[config.mk]
export PLATFORM = sky130hd
export DESIGN_NAME = jtcop_pal_arb
export DESIGN_NICKNAME = d
export VERILOG_FILES = /design/src/rtl/jtcop_pal_arb_pkg.sv /design/src/rtl/jtcop_pal_arb.sv
export SDC_FILE = /design/constraint.sdc
export NUM_CORES = 1
export LEC_CHECK = 0
export CAP_MARGIN = 25
export CORE_ASPECT_RATIO = 1.1
export CORE_MARGIN = 4
export CORE_UTILIZATION = 43
export DETAILED_ROUTE_END_ITERATION = 8
export PLACE_DENSITY_LB_ADDON = 0.05
export SLEW_MARGIN = 30
export SYNTH_ARGS = -nofsm -noshare
export SYNTH_HDL_FRONTEND = slang
export SYNTH_SLANG_ARGS = --single-unit
[constraint.sdc]
create_clock -name clk -period 3.5 [get_ports clk]
set_input_delay 0.7 -clock clk [delete_from_list [all_inputs] [get_ports clk]]
set_output_delay 0.7 -clock clk [all_outputs]
set_load 0.02 [all_outputs]
[src/rtl/jtcop_pal_arb_pkg.sv]
// jtcop_pal_arb_pkg: shared types for the palette RAM arbiter.
// Sequencer states and the slot qualification helper.
package jtcop_pal_arb_pkg;

  typedef enum logic [1:0] {
    ST_CLEAR   = 2'd0,
    ST_IDLE    = 2'd1,
    ST_RD_WAIT = 2'd2,
    ST_DONE    = 2'd3
  } pal_st_e;

  // gap cycle the CPU may use: no pixel read,
  // and blanking active when blank_only is set
  function automatic logic free_slot(
    input logic cen,
    input logic blank_only,
    input logic hb,
    input logic vb
  );
    return !cen && (!blank_only || !hb || !vb);
  endfunction

endpackage

[src/rtl/jtcop_pal_arb.sv]
// jtcop_pal_arb: time-slot arbiter for one palette RAM port.
// Video owns pxl_cen cycles, CPU and clear sweep use the gaps.
module jtcop_pal_arb
  import jtcop_pal_arb_pkg::*;
#(
  parameter int            AW        = 10,
  parameter int            DW        = 16,
  parameter logic [DW-1:0] CLRVAL    = '0,
  parameter bit            BLANKONLY = 1'b0
) (
  input  logic          clk,
  input  logic          rst_n,
  input  logic          pxl_cen,
  input  logic          LHBL,
  input  logic          LVBL,
  input  logic [AW-1:0] vid_addr,
  output logic [DW-1:0] vid_dout,
  input  logic          cpu_cs,
  input  logic          cpu_rnw,
  input  logic [AW-1:0] cpu_addr,
  input  logic [DW-1:0] cpu_din,
  input  logic [1:0]    cpu_dsn,
  output logic [DW-1:0] cpu_dout,
  output logic          cpu_ok,
  output logic          init_done,
  output logic [AW-1:0] ram_addr,
  output logic [DW-1:0] ram_din,
  output logic [1:0]    ram_we,
  input  logic [DW-1:0] ram_q
);

  localparam logic [AW-1:0] CNT_ONE =
    {{(AW-1){1'b0}}, 1'b1};

  pal_st_e       st_q, st_d;
  logic [AW-1:0] cnt_q, cnt_d;
  logic          init_q, init_d;
  logic          ok_q, ok_d;
  logic [DW-1:0] cdout_q, cdout_d;
  logic [DW-1:0] vdout_q;
  logic          vpend_q;
  logic          cpu_free;
  logic          clr_free;

  // the sweep only yields to video; CPU may
  // additionally be restricted to blanking
  assign cpu_free = free_slot(pxl_cen, BLANKONLY,
                              LHBL, LVBL);
  assign clr_free = !pxl_cen;

  // sequencer next state and RAM port steering
  always_comb begin
    st_d     = st_q;
    cnt_d    = cnt_q;
    init_d   = init_q;
    cdout_d  = cdout_q;
    ram_addr = vid_addr;
    ram_din  = cpu_din;
    ram_we   = 2'b00;
    unique case (st_q)
      ST_CLEAR: begin
        if (clr_free) begin
          ram_addr = cnt_q;
          ram_din  = CLRVAL;
          ram_we   = 2'b11;
          if (cnt_q == '1) begin
            init_d = 1'b1;
            st_d   = ST_IDLE;
          end else begin
            cnt_d = cnt_q + CNT_ONE;
          end
        end
      end
      ST_IDLE: begin
        if (cpu_cs && cpu_free) begin
          ram_addr = cpu_addr;
          if (cpu_rnw) begin
            st_d = ST_RD_WAIT;
          end else begin
            ram_we = ~cpu_dsn;
            st_d   = ST_DONE;
          end
        end
      end
      ST_RD_WAIT: begin
        // ram_q holds the CPU word even if
        // this cycle's address is video's
        cdout_d = ram_q;
        st_d    = cpu_cs ? ST_DONE : ST_IDLE;
      end
      ST_DONE: begin
        if (!cpu_cs) st_d = ST_IDLE;
      end
      default: st_d = ST_CLEAR;
    endcase
    ok_d = (st_d == ST_DONE);
    // keep the RAM quiet while held in reset
    if (!rst_n) begin
      ram_addr = '0;
      ram_we   = 2'b00;
    end
  end

  // sequencer registers
  always_ff @(posedge clk or negedge rst_n) begin
    if (!rst_n) begin
      st_q    <= ST_CLEAR;
      cnt_q   <= '0;
      init_q  <= 1'b0;
      ok_q    <= 1'b0;
      cdout_q <= '0;
    end else begin
      st_q    <= st_d;
      cnt_q   <= cnt_d;
      init_q  <= init_d;
      ok_q    <= ok_d;
      cdout_q <= cdout_d;
    end
  end

  // video read: capture ram_q one cycle
  // after the pixel slot presented its address
  always_ff @(posedge clk or negedge rst_n) begin
    if (!rst_n) begin
      vpend_q <= 1'b0;
      vdout_q <= '0;
    end else begin
      vpend_q <= pxl_cen;
      if (vpend_q) vdout_q <= ram_q;
    end
  end

  assign vid_dout  = vdout_q;
  assign cpu_dout  = cdout_q;
  assign cpu_ok    = ok_q;
  assign init_done = init_q;

endmodule
## After elaboration in Yosys (flattened, before gate mapping)

Index checks and enable logic that the tools add are counted.

- Add/subtract/negate cells: 1
- Equality and inequality tests: 5
- Mux-type cells: 18
- Bitwise operators: 3
- Reduce and logical (&&, ||, !) cells: 5

Operator list:

| cell | number |
|---|---|
| 16-bit 2-to-1 mux | 2 |
| 10-bit 2-to-1 mux | 3 |
| 10-bit case mux with 2 select lines | 1 |
| 2-bit 2-to-1 mux | 9 |
| 10-bit by 1-bit adder with 10-bit output (second input constant) | 1 |
| 10-bit == test (second input constant) | 1 |
| 2-bit case mux with 4 select lines | 1 |
| 2-bit == test (second input constant) | 3 |
| 3-bit AND reduction | 2 |
| 2-bit case mux with 2 select lines | 1 |
| 2-bit by 1-bit == test with 1-bit output (second input constant) | 1 |
| 2-bit zero test | 1 |
| 1-bit NOT | 2 |
| 2-bit NOT | 1 |
| 1-bit logical AND | 1 |
| 1-bit zero test | 1 |
| 1-bit 2-to-1 mux | 1 |

- Flip-flop bits (word level): 47
- Input port bits: 61
- Output and inout bits: 62
- Logic and storage cells: 39

## Logic depth before layout (Yosys ltp)

- Depth after elaboration: 5
- Depth in mapped cells: 6
- Depth with buffers taken out: 5

## Worst setup path after synthesis

Ideal clock, no wire load.

- Kind: input to output
- Start: in pxl_cen
- End: out ram_addr[8]
- Arrival: 1.824 ns
- Data required time: 2.800 ns
- Path slack: 0.976 ns
- Stages: 5
- Buffers on the path: 1
- Path through: buf_2 > nor4bb_1 > a21oi_1 > a21o_1 > a21boi_0

- Longest elaborated chain between the ends: 5

RTL lines:

| element | line | text |
|---|---|---|
| from (decl) | jtcop_pal_arb.sv:13 | `input logic pxl_cen,` |
| 1-bit zero test | - |  |
| 1-bit logical AND | jtcop_pal_arb.sv:75 | `if (cpu_cs && cpu_free) begin` |
| 10-bit 2-to-1 mux | jtcop_pal_arb.sv:75 |  |
| 10-bit case mux with 2 select lines (*) | jtcop_pal_arb.sv:60 | `unique case (st_q)` |
| 10-bit 2-to-1 mux (*) | jtcop_pal_arb.sv:98 | `if (!rst_n) begin` |
| to (decl) | jtcop_pal_arb.sv:26 | `output logic [AW-1:0] ram_addr,` |

Mark *: on every way between the ends. The rest lies on a longest branch, timed or not.

## Worst setup path in the final report

- Start: in pxl_cen
- End: out ram_addr[2]

The elaborated chain is that of the path after synthesis.

==> run_summary.xml <==
<?xml version="1.0" encoding="UTF-8"?>
<metrics>
  <group name="floorplanning">
    <metric name="io_pins" unit="">123</metric>
    <metric name="die_height" unit="um">85.53</metric>
    <metric name="core_region_area" unit="um^2">5135</metric>
    <metric name="floorplan.die.width" unit="um">78.48</metric>
    <metric name="placementRows" unit="">27</metric>
    <metric name="area_of_the_die" unit="um^2">6712</metric>
    <metric name="initial_utilization" unit="%">45.76</metric>
  </group>
  <group name="timing">
    <metric name="totalNegativeSetupSlack" unit="ns">0</metric>
    <metric name="maxSlewHeadroom" unit="%">47.52</metric>
    <metric name="rsz_0062_raised_after_global_routing" unit="">yes</metric>
    <metric name="drv_slew" unit="">0</metric>
    <metric name="period_needed" unit="ns">3.397</metric>
    <metric name="timing_hold_violations_final" unit="">0</metric>
    <metric name="finalSetupViolCount" unit="">0</metric>
    <metric name="fin_hold_ws" unit="ns">0.3552</metric>
    <metric name="worst_margin_slew" unit="ns">0.7873</metric>
    <metric name="worst_clock_skew" unit="ns">0.005340</metric>
    <metric name="fmax" unit="MHz">294.4</metric>
    <metric name="layout_setup_ws" unit="ns">0.1029</metric>
    <metric name="fin_crit_share" unit="%">97.06</metric>
  </group>
  <group name="power_and_ir_drop">
    <metric name="internal-power" unit="mW">1.135</metric>
    <metric name="power.share.combinational" unit="%">26.5</metric>
    <metric name="power.share.switching" unit="%">26.69</metric>
    <metric name="seq_power_share" unit="%">44.1</metric>
    <metric name="share_clk_of_total_power" unit="%">29.4</metric>
    <metric name="worst_case_vdd_ir_drop" unit="mV">0.2263</metric>
    <metric name="power_leakage" unit="nW">1.602</metric>
    <metric name="p_per_area" unit="nW/um^2">410.3</metric>
    <metric name="net-switching-power" unit="mW">0.4131</metric>
  </group>
  <group name="finish">
    <metric name="filler_cell_count" unit="">400</metric>
    <metric name="post_route_cells_drive_above_1_share" unit="%">16.41</metric>
    <metric name="final_common_cell" unit="">sky130_fd_sc_hd__clkdlybuf4s50_1</metric>
    <metric name="most-common-layout-cells" unit="">sky130_fd_sc_hd__clkdlybuf4s50_1 (115), sky130_fd_sc_hd__dfrtp_1 (47), sky130_fd_sc_hd__mux2_2 (32)</metric>
    <metric name="stdcell_count" unit="">395</metric>
    <metric name="syn2layout_area_growth" unit="%">60.54</metric>
    <metric name="finish.net_count" unit="">384</metric>
    <metric name="antenna_cells_inserted" unit="">0</metric>
  </group>
  <group name="clock_network">
    <metric name="htree_num_levels" unit="">2</metric>
    <metric name="worst_setup_hold_path_clk_slew" unit="ns">0.08</metric>
    <metric name="clockBufferDepth" unit="">2</metric>
    <metric name="cts_inserted_buffers" unit="">5</metric>
    <metric name="clock_tree_from_tritoncts" unit="">done</metric>
    <metric name="clockRootBuffer" unit="">sky130_fd_sc_hd__clkbuf_8</metric>
    <metric name="skew_pair_late_insertion_delay" unit="ns">0.29</metric>
    <metric name="cts_num_sinks" unit="">47</metric>
  </group>
  <group name="worst_setup_path">
    <metric name="worst-setup-path-type" unit="">in2out</metric>
    <metric name="setup.worst_path.start_class" unit="">input port</metric>
    <metric name="crit_fanout" unit="">7</metric>
    <metric name="end_kind" unit="">output port</metric>
    <metric name="arr_time_crit_path" unit="ns">2.70</metric>
    <metric name="timing.critical_path.required" unit="ns">2.80</metric>
  </group>
  <group name="detailed_routing">
    <metric name="routed_wire_length_per_instance" unit="um">14.01</metric>
    <metric name="drt_first_iter_violations" unit="">82</metric>
    <metric name="detail_route.drc_violations" unit="">0</metric>
    <metric name="drtPass1Iterations" unit="">4</metric>
    <metric name="via_per_inst" unit="">4.995</metric>
    <metric name="antenna_left" unit="">0</metric>
    <metric name="route.final.wire_length" unit="um">5533</metric>
    <metric name="detailroute.via_count" unit="">1973</metric>
  </group>
  <group name="global_route">
    <metric name="maximum_number_of_pins_on_one_net_before_global_route_repair" unit="">35</metric>
    <metric name="grt_pass1_wl" unit="um">9363</metric>
    <metric name="grt_overflow_total" unit="">0</metric>
    <metric name="grtUsageTotal" unit="%">17.44</metric>
    <metric name="vias_in_the_first_global_route" unit="">2082</metric>
    <metric name="number_of_antenna_violations_at_the_first_check_in_global_routing" unit="">0</metric>
  </group>
  <group name="logic_synthesis">
    <metric name="synth_area_leader" unit="">sky130_fd_sc_hd__dfrtp_1</metric>
    <metric name="post_synth_instance_area" unit="um^2">2350</metric>
    <metric name="synth_area_per_cell" unit="um^2">11.69</metric>
    <metric name="netlist-cell-type-count" unit="">35</metric>
    <metric name="syn_inst" unit="">201</metric>
    <metric name="yosysSeqAreaShare" unit="%">50.05</metric>
    <metric name="synth_top_area_share" unit="%">50.05</metric>
    <metric name="netlist_top_cells_area" unit="">sky130_fd_sc_hd__dfrtp_1 (50%), sky130_fd_sc_hd__mux2_2 (15%), sky130_fd_sc_hd__nor2b_1 (5.1%), sky130_fd_sc_hd__a21boi_0 (3.2%), sky130_fd_sc_hd__a22oi_1 (2.2%)</metric>
    <metric name="synth_seq_cells" unit="">47</metric>
    <metric name="synth.yosys.warnings" unit="">0</metric>
    <metric name="syn_nets" unit="">263</metric>
  </group>
  <group name="run_status">
    <metric name="run_status" unit="">finished clean</metric>
  </group>
  <group name="place">
    <metric name="gp_congestion" unit="">0.7331</metric>
    <metric name="dp.final_hpwl" unit="um">4419</metric>
    <metric name="io_buffer_count" unit="">120</metric>
    <metric name="preCtsSetupSlack" unit="ns">0.03858</metric>
    <metric name="placedCellCount" unit="">387</metric>
  </group>
  <group name="flow_run">
    <metric name="maxCapViolCount" unit="">0</metric>
  </group>
  <group name="min_path">
    <metric name="hold_path.class" unit="">in2async</metric>
  </group>
</metrics>
[logic make-up (layout without fill, tap and decap cells)]
kind of cell	after synthesis	after routing	synth area share, %
muxes	34	34	16.29
AOI/OAI and AO/OA	37	37	11.13
DFF	47	47	50.05
buffers and inverters	15	137	3.408
xor gates and xnor gates	5	5	1.864
adders and majority gates	1	1	0.5324
and+or+nand+nor	62	62	16.72
[timing repair]
item	CTS	global route
setup buffers	0	0
hold buffers	0	0
setup endpoints to repair	0	6
resized for setup	0	5
[registers in the layout, summed over array words and instances, names as in the netlist]
register / flops
cnt_q: 10
cpu_dout: 16
cpu_ok: 1
init_done: 1
st_q: 2
vid_dout: 16
vpend_q: 1
[synthesized netlist by cell type]
| master | number |
|---|---|
| sky130_fd_sc_hd__a211oi_1 | 3 |
| sky130_fd_sc_hd__a21boi_0 | 10 |
| sky130_fd_sc_hd__a21o_1 | 5 |
| sky130_fd_sc_hd__a21oi_1 | 7 |
| sky130_fd_sc_hd__a221o_1 | 1 |
| sky130_fd_sc_hd__a22oi_1 | 7 |
| sky130_fd_sc_hd__a31oi_1 | 1 |
| sky130_fd_sc_hd__and2_1 | 1 |
| sky130_fd_sc_hd__and3_1 | 4 |
| sky130_fd_sc_hd__and4_1 | 1 |
| sky130_fd_sc_hd__and4_4 | 1 |
| sky130_fd_sc_hd__and4bb_1 | 1 |
| sky130_fd_sc_hd__buf_2 | 9 |
| sky130_fd_sc_hd__buf_4 | 1 |
| sky130_fd_sc_hd__buf_6 | 1 |
| sky130_fd_sc_hd__clkbuf_1 | 3 |
| sky130_fd_sc_hd__clkbuf_2 | 1 |
| sky130_fd_sc_hd__dfrtp_1 | 47 |
| sky130_fd_sc_hd__ha_1 | 1 |
| sky130_fd_sc_hd__mux2_1 | 2 |
| sky130_fd_sc_hd__mux2_2 | 32 |
| sky130_fd_sc_hd__nand2_1 | 13 |
| sky130_fd_sc_hd__nand2b_1 | 3 |
| sky130_fd_sc_hd__nand3_1 | 2 |
| sky130_fd_sc_hd__nand3b_1 | 1 |
| sky130_fd_sc_hd__nand4_1 | 4 |
| sky130_fd_sc_hd__nand4_2 | 1 |
| sky130_fd_sc_hd__nor2_1 | 1 |
| sky130_fd_sc_hd__nor2_2 | 1 |
| sky130_fd_sc_hd__nor2b_1 | 19 |
| sky130_fd_sc_hd__nor3_2 | 1 |
| sky130_fd_sc_hd__nor3b_1 | 5 |
| sky130_fd_sc_hd__nor4bb_1 | 3 |
| sky130_fd_sc_hd__o21a_1 | 3 |
| sky130_fd_sc_hd__xnor2_1 | 5 |
[routing by layer]
metal	vias to the layer above	wire, um	GRT usage, %
met5	-	0	0
met4	0	42	3.816
met3	3	607	7.773
met2	89	2580	29.75
met1	916	2302	20.30
li1	965	-	-
[final cells by class]
cell class | instances | area [um^2] | share of cell area [%]
repair buffers | 129 | 1274 | 33.76
flip-flops and latches | 47 | 1176 | 31.18
multi-input cells | 139 | 1100 | 29.15
well taps | 72 | 90.09 | 2.388
clock buffers | 6 | 72.57 | 1.924
clock inverters | 2 | 60.06 | 1.592
[critical path, cell delays in order]
cell and delay [ns]:
sky130_fd_sc_hd__clkdlybuf4s50_1 0.49, sky130_fd_sc_hd__buf_4 0.15, sky130_fd_sc_hd__and4bb_1 0.24, sky130_fd_sc_hd__nor2_2 0.23
sky130_fd_sc_hd__nand2_1 0.08, sky130_fd_sc_hd__a21boi_0 0.17, sky130_fd_sc_hd__clkdlybuf4s50_1 0.63
[final timing paths]
| kind | end | from | slack [ns] | cells past startpoint |
|---|---|---|---|---|
| max | ram_addr[2] | pxl_cen | 0.10 | 7 |
| min | cpu_dout[8] | rst_n | 0.36 | 1 |
| max reg2reg | cnt_q[9] | st_q[1] | 1.65 | 5 |
| min reg2reg | init_done | init_done | 0.50 | 1 |
| max in group asynchronous | cnt_q[5] | rst_n | 2.36 | 2 |
| min in group clk | init_done | init_done | 0.50 | 1 |
[power by group through the flow]
stage / sequential [mW] / combinational [mW] / clock (mW)
floorplan: 0.700 / 0.190 / 0
global placement: 0.692 / 0.409 / 0
detailed placement: 0.693 / 0.417 / 0
CTS: 0.683 / 0.418 / 0.470
global route: 0.699 / 0.447 / 0.497
finish: 0.682 / 0.410 / 0.456
[stage by stage]
stage / power [mW] / utilization, % / cell area (um^2)
floorplan: 0.8893 / - / 2350
global placement: 1.102 / 70.57 / 3623
detailed placement: 1.110 / 70.57 / 3623
CTS: 1.572 / 73.15 / 3756
global route: 1.642 / 73.46 / 3772
finish: 1.548 / 73.46 / 3772
Note: power is estimated with default switching activity, not from simulation.
